<file path="src/rtl/pipeline_hazard_ctrl.sv">
// Hazard and forwarding control for the 5-stage pipeline: operand forwarding selects,
// load-use and multiply stalls, branch flush, and a saturating stall-cycle counter.
module pipeline_hazard_ctrl #(
    parameter int MUL_LAT = 4,
    parameter int CNT_W   = 16
) (
    input  logic             clk_i,
    input  logic             rst_i,
    input  logic [4:0]       id_rs_i,
    input  logic [4:0]       id_rt_i,
    input  logic [4:0]       ex_rs_i,
    input  logic [4:0]       ex_rt_i,
    input  logic [4:0]       ex_rd_i,
    input  logic             ex_memread_i,
    input  logic [4:0]       mem_rd_i,
    input  logic             mem_regwrite_i,
    input  logic [4:0]       wb_rd_i,
    input  logic             wb_regwrite_i,
    input  logic             branch_taken_i,
    input  logic             mul_start_i,
    output logic [1:0]       fwd_a_sel_o,
    output logic [1:0]       fwd_b_sel_o,
    output logic             pc_write_o,
    output logic             ifid_write_o,
    output logic             idex_bubble_o,
    output logic             flush_o,
    output logic             mul_done_o,
    output logic [CNT_W-1:0] stall_cnt_o
);

    localparam int CW = $clog2(MUL_LAT);
    localparam logic [CW-1:0] CNT_START = CW'(MUL_LAT - 2);

    localparam logic [1:0] SEL_IDEX  = 2'd0;
    localparam logic [1:0] SEL_MEMWB = 2'd1;
    localparam logic [1:0] SEL_EXMEM = 2'd2;

    typedef enum logic {
        RUN,
        MUL_BUSY
    } state_t;

    state_t        state, state_nxt;
    logic [CW-1:0] cnt, cnt_nxt;
    logic          load_use;

    // EX/MEM has the younger result, so it wins over MEM/WB; $0 is hardwired zero.
    function automatic logic [1:0] fwd_sel(
        input logic [4:0] src,
        input logic [4:0] mem_rd,
        input logic       mem_rw,
        input logic [4:0] wb_rd,
        input logic       wb_rw
    );
        if (mem_rw && mem_rd != 5'd0 && mem_rd == src)
            return SEL_EXMEM;
        else if (wb_rw && wb_rd != 5'd0 && wb_rd == src)
            return SEL_MEMWB;
        else
            return SEL_IDEX;
    endfunction

    assign load_use = ex_memread_i && (ex_rd_i != 5'd0) &&
                      ((ex_rd_i == id_rs_i) || (ex_rd_i == id_rt_i));

    // NOTE: every output gets a default before any branch, so no path leaves a
    // signal unassigned and no latch is inferred.
    always_comb begin
        state_nxt     = state;
        cnt_nxt       = cnt;
        fwd_a_sel_o   = SEL_IDEX;
        fwd_b_sel_o   = SEL_IDEX;
        pc_write_o    = 1'b0;
        ifid_write_o  = 1'b0;
        idex_bubble_o = 1'b0;
        flush_o       = 1'b0;
        mul_done_o    = 1'b0;

        if (!rst_i) begin
            fwd_a_sel_o = fwd_sel(ex_rs_i, mem_rd_i, mem_regwrite_i, wb_rd_i, wb_regwrite_i);
            fwd_b_sel_o = fwd_sel(ex_rt_i, mem_rd_i, mem_regwrite_i, wb_rd_i, wb_regwrite_i);

            unique case (state)
                RUN: begin
                    if (branch_taken_i) begin
                        flush_o      = 1'b1;
                        pc_write_o   = 1'b1;
                        ifid_write_o = 1'b1;
                    end else if (mul_start_i) begin
                        state_nxt = MUL_BUSY;
                        cnt_nxt   = CNT_START;
                    end else if (load_use) begin
                        idex_bubble_o = 1'b1;
                    end else begin
                        pc_write_o   = 1'b1;
                        ifid_write_o = 1'b1;
                    end
                end
                MUL_BUSY: begin
                    // Branch, new multiply and load-use are all held off while busy.
                    if (cnt == '0) begin
                        mul_done_o = 1'b1;
                        state_nxt  = RUN;
                    end else begin
                        cnt_nxt = cnt - 1'b1;
                    end
                end
                default: state_nxt = RUN;
            endcase
        end
    end

    // NOTE: state registers use non-blocking assignments so every flop samples the
    // pre-edge values and simulation matches the synthesized hardware.
    always_ff @(posedge clk_i or posedge rst_i) begin
        if (rst_i) begin
            state <= RUN;
            cnt   <= '0;
        end else begin
            state <= state_nxt;
            cnt   <= cnt_nxt;
        end
    end

    always_ff @(posedge clk_i or posedge rst_i) begin
        if (rst_i)
            stall_cnt_o <= '0;
        else if (!pc_write_o && stall_cnt_o != '1)
            stall_cnt_o <= stall_cnt_o + 1'b1;
    end

endmodule

</file>
<file path="config.mk">
export PLATFORM = sky130hd
export DESIGN_NAME = pipeline_hazard_ctrl
export DESIGN_NICKNAME = d
export VERILOG_FILES = /design/src/rtl/pipeline_hazard_ctrl.sv
export SDC_FILE = /design/constraint.sdc
export NUM_CORES = 1
export LEC_CHECK = 0
export ABC_AREA = 1
export BUFFER_PORTS_ARGS = -buffer_cell sky130_fd_sc_hd__buf_4
export CAP_MARGIN = 20
export CORE_ASPECT_RATIO = 0.8
export CORE_UTILIZATION = 49
export DETAILED_ROUTE_END_ITERATION = 8
export GPL_TIMING_DRIVEN = 0
export PLACE_DENSITY = 0.8
export SKIP_LAST_GASP = 1
export SLEW_MARGIN = 25
export SYNTH_ARGS = -nofsm -noshare
export SYNTH_HDL_FRONTEND = slang
export SYNTH_SLANG_ARGS = --single-unit
</file>
<file path="constraint.sdc">
create_clock -name clk_i -period 2.8 [get_ports clk_i]
set_clock_uncertainty 0.1 [all_clocks]
set_input_delay 0.56 -clock clk_i [delete_from_list [all_inputs] [get_ports clk_i]]
set_output_delay 0.56 -clock clk_i [all_outputs]
set_load 0.03 [all_outputs]
</file>
==> metrics.csv <==
metric,value,unit
vdd_drop_max,0.0003514,V
cts-root-buf,clkbuf_8,
drt_drc_violations_left,0,
ys.flop_type,dfrtp_1,
drtIter0Drc,129,
utilization,0.6886,
die_w,69.04,um
drv_slew,0,
grt_max_degree,20,
antenna_cells,0,
timing.final.hold_violations,0,
crit_type,input port to output pin,
dpl.hpwl,3586,um
seqPwrFrac,0.355,
fin_crit_sh,0.9172,
required,2140,ps
cts_buffer_depth,2,
cts_made_buffers,3,
cts_hold_buf,0,
intPower,0.6539,mW
syn_area_per_cell,6.525,um^2
swShare,0.4105,
grt_pass1_vias,1829,
synth_edf_count,0,
start_util,0.5146,
slew_headroom,0.6442,
stdcell_area,2357,um^2
die_h,55.63,um
cts_tree,built,
first_pass_iters,4,
core,3423,um^2
crit_fanout,10,
wl,4471,um
ys_seq_area_frac,0.2699,
portBuffers,65,
syn-cell-area,1762,um^2
hold_slack,230.5,ps
drive_gt1_frac,0.2596,
ant_nets,0,
die-area,3841,um^2
period_minus_slack,2568,ps
hp-class,input port to async pin,
yosysWarnings,0,
grt_pass1_wl,7728,um
clkTransAtPathRegs,70,ps
synthDistinctLibCells,30,
clkPwrFrac,0.173,
ys_async_sr_fraction,1.000,
route.vias.total,1939,
fmax,389.4,MHz
finalSetupViolations,0,
syn-num-nets,314,
maxCapViolations,0,
vias_per_cell,5.089,
ctsResizeCount,0,
power.density,470.5,nW/um^2
placed_area,2311,um^2
status,completed,
worstMarginPinSlew,530.7,ps
final_nets,384,
syn_inst,270,
grt_usage,0.2452,
clock-sinks,19,
startpoint_type,input port,
cp.arrival,1910,ps
endpoint_kind,output pin,
rsz0062_at_grt,no,
clkLatencyLatePin,260,ps
grt_antenna_before_repair,0,
fp-row-count,19,
gp_congestion,0.8746,
leakage,1.290,nW
total_power,1.109,mW
wl_per_cell,11.73,um
p_switching,0.4553,mW
syn_to_final_growth,33.81,%
combPwrFrac,0.471,
ys_ff_latch,19,
ios,67,
htree_levels,1,
grt.overflow.total,0,
-- cell families (layout without fill, tap and decap cells) --
group,after synthesis,in the layout,synth area share
simple gates,166,166,0.4318
buf+inv,43,112,0.1009
xor+xnor,29,29,0.1442
flops,19,19,0.2699
compound gates,11,11,0.03907
fa+ha+maj,2,2,0.01420
-- final timing paths --
| kind | from | end | slack [ps] | cells after the start |
|---|---|---|---|---|
| min | rst_i | stall_cnt_o[8] | 230 | 2 |
| max reg2reg | stall_cnt_o[3] | stall_cnt_o[2] | 1020 | 9 |
| min in group clk_i | stall_cnt_o[1] | stall_cnt_o[1] | 440 | 2 |
| min reg2reg | stall_cnt_o[1] | stall_cnt_o[1] | 440 | 2 |
| max in group asynchronous | rst_i | stall_cnt_o[1] | 1990 | 2 |
| max | ex_rd_i[1] | pc_write_o | 230 | 13 |
-- state kept, by name (all words and copies together), names as in the netlist --
name	count
stall_cnt_o	16
cnt	2
state	1
-- cell usage after synthesis, drive strengths merged (2+ instances only) --
library cell	count	area, um^2
o21ai	4	20.02
buf	6	38.79
or2	4	25.02
dfrtp	19	475.5
nor2	29	111.4
nor3	6	41.29
xor2	11	96.34
inv	36	135.1
xnor2	18	157.7
nand2	87	331.6
a21oi	2	10.01
ha	2	25.02
nand3	16	85.08
nand4	21	146.4
-- critical path, stage by stage --
cell and delay [ps]:
buf_4 90, inv_1 50, nand2_1 60, nand2_1 50
nor2_1 100, nand3_1 80, nand2_1 60, nand2_1 70
nand2_2 170, buf_2 250, nand2_2 70, buf_4 140
buf_4 150
-- metal layers --
layer / up-vias / wire [um] / track usage
li1: 995 / - / -
met1: 860 / 2101 / 0.3438
met2: 78 / 1983 / 0.3897
met3: 6 / 332 / 0.04348
met4: 0 / 53 / 0.06997
met5: - / 0 / 0
-- layout make-up --
type | instances | area, um^2
buffer | 6 | 38.79
tap | 42 | 52.55
timing repair buffer | 65 | 488.0
multi-input combinational | 208 | 1114
inverter | 36 | 138.9
fill | 316 | 1066
timing repair inverter | 1 | 5.005
sequential | 19 | 475.5
clock buffer | 4 | 45.04
-- power groups by stage --
| stage | Sequential, mW | Combinational, mW | Clock [mW] |
|---|---|---|---|
| finish | 0.394 | 0.523 | 0.192 |
| CTS | 0.392 | 0.523 | 0.197 |
| detailed placement | 0.398 | 0.522 | 0 |
| global placement | 0.396 | 0.512 | 0 |
| global route | 0.404 | 0.576 | 0.216 |
| floorplan | 0.466 | 0.268 | 0 |
-- stage by stage --
stage	setup TNS [ps]	cells	worst slack, ps
5_1_grt	0	381	65.76
2_1_floorplan	0	270	80.38
6_report	0	381	231.9
3_5_place_dp	-492.7	377	-243.5
3_3_place_gp	-376.9	377	-208.5
4_1_cts	0	381	227.1
-- what timing repair did --
action	4_1_cts	5_1_grt
endpoints found under the setup margin	3	0
endpoints found under the hold margin	0	0
buffers inserted	0	0
-- placed cells by master, fill, tap and decap left out, types with 2 or more instances in the layout --
master	instances
buf_2	4
xnor2_1	18
clkbuf_8	3
nand2_2	4
nand3_1	15
o21ai_0	4
buf_4	66
nand4_1	20
nor3_1	5
or2_2	4
dfrtp_1	19
xor2_1	11
nand2_1	83
a21oi_1	2
ha_1	2
inv_1	35
nor2_1	28
Power figures use the tool's default switching activity.
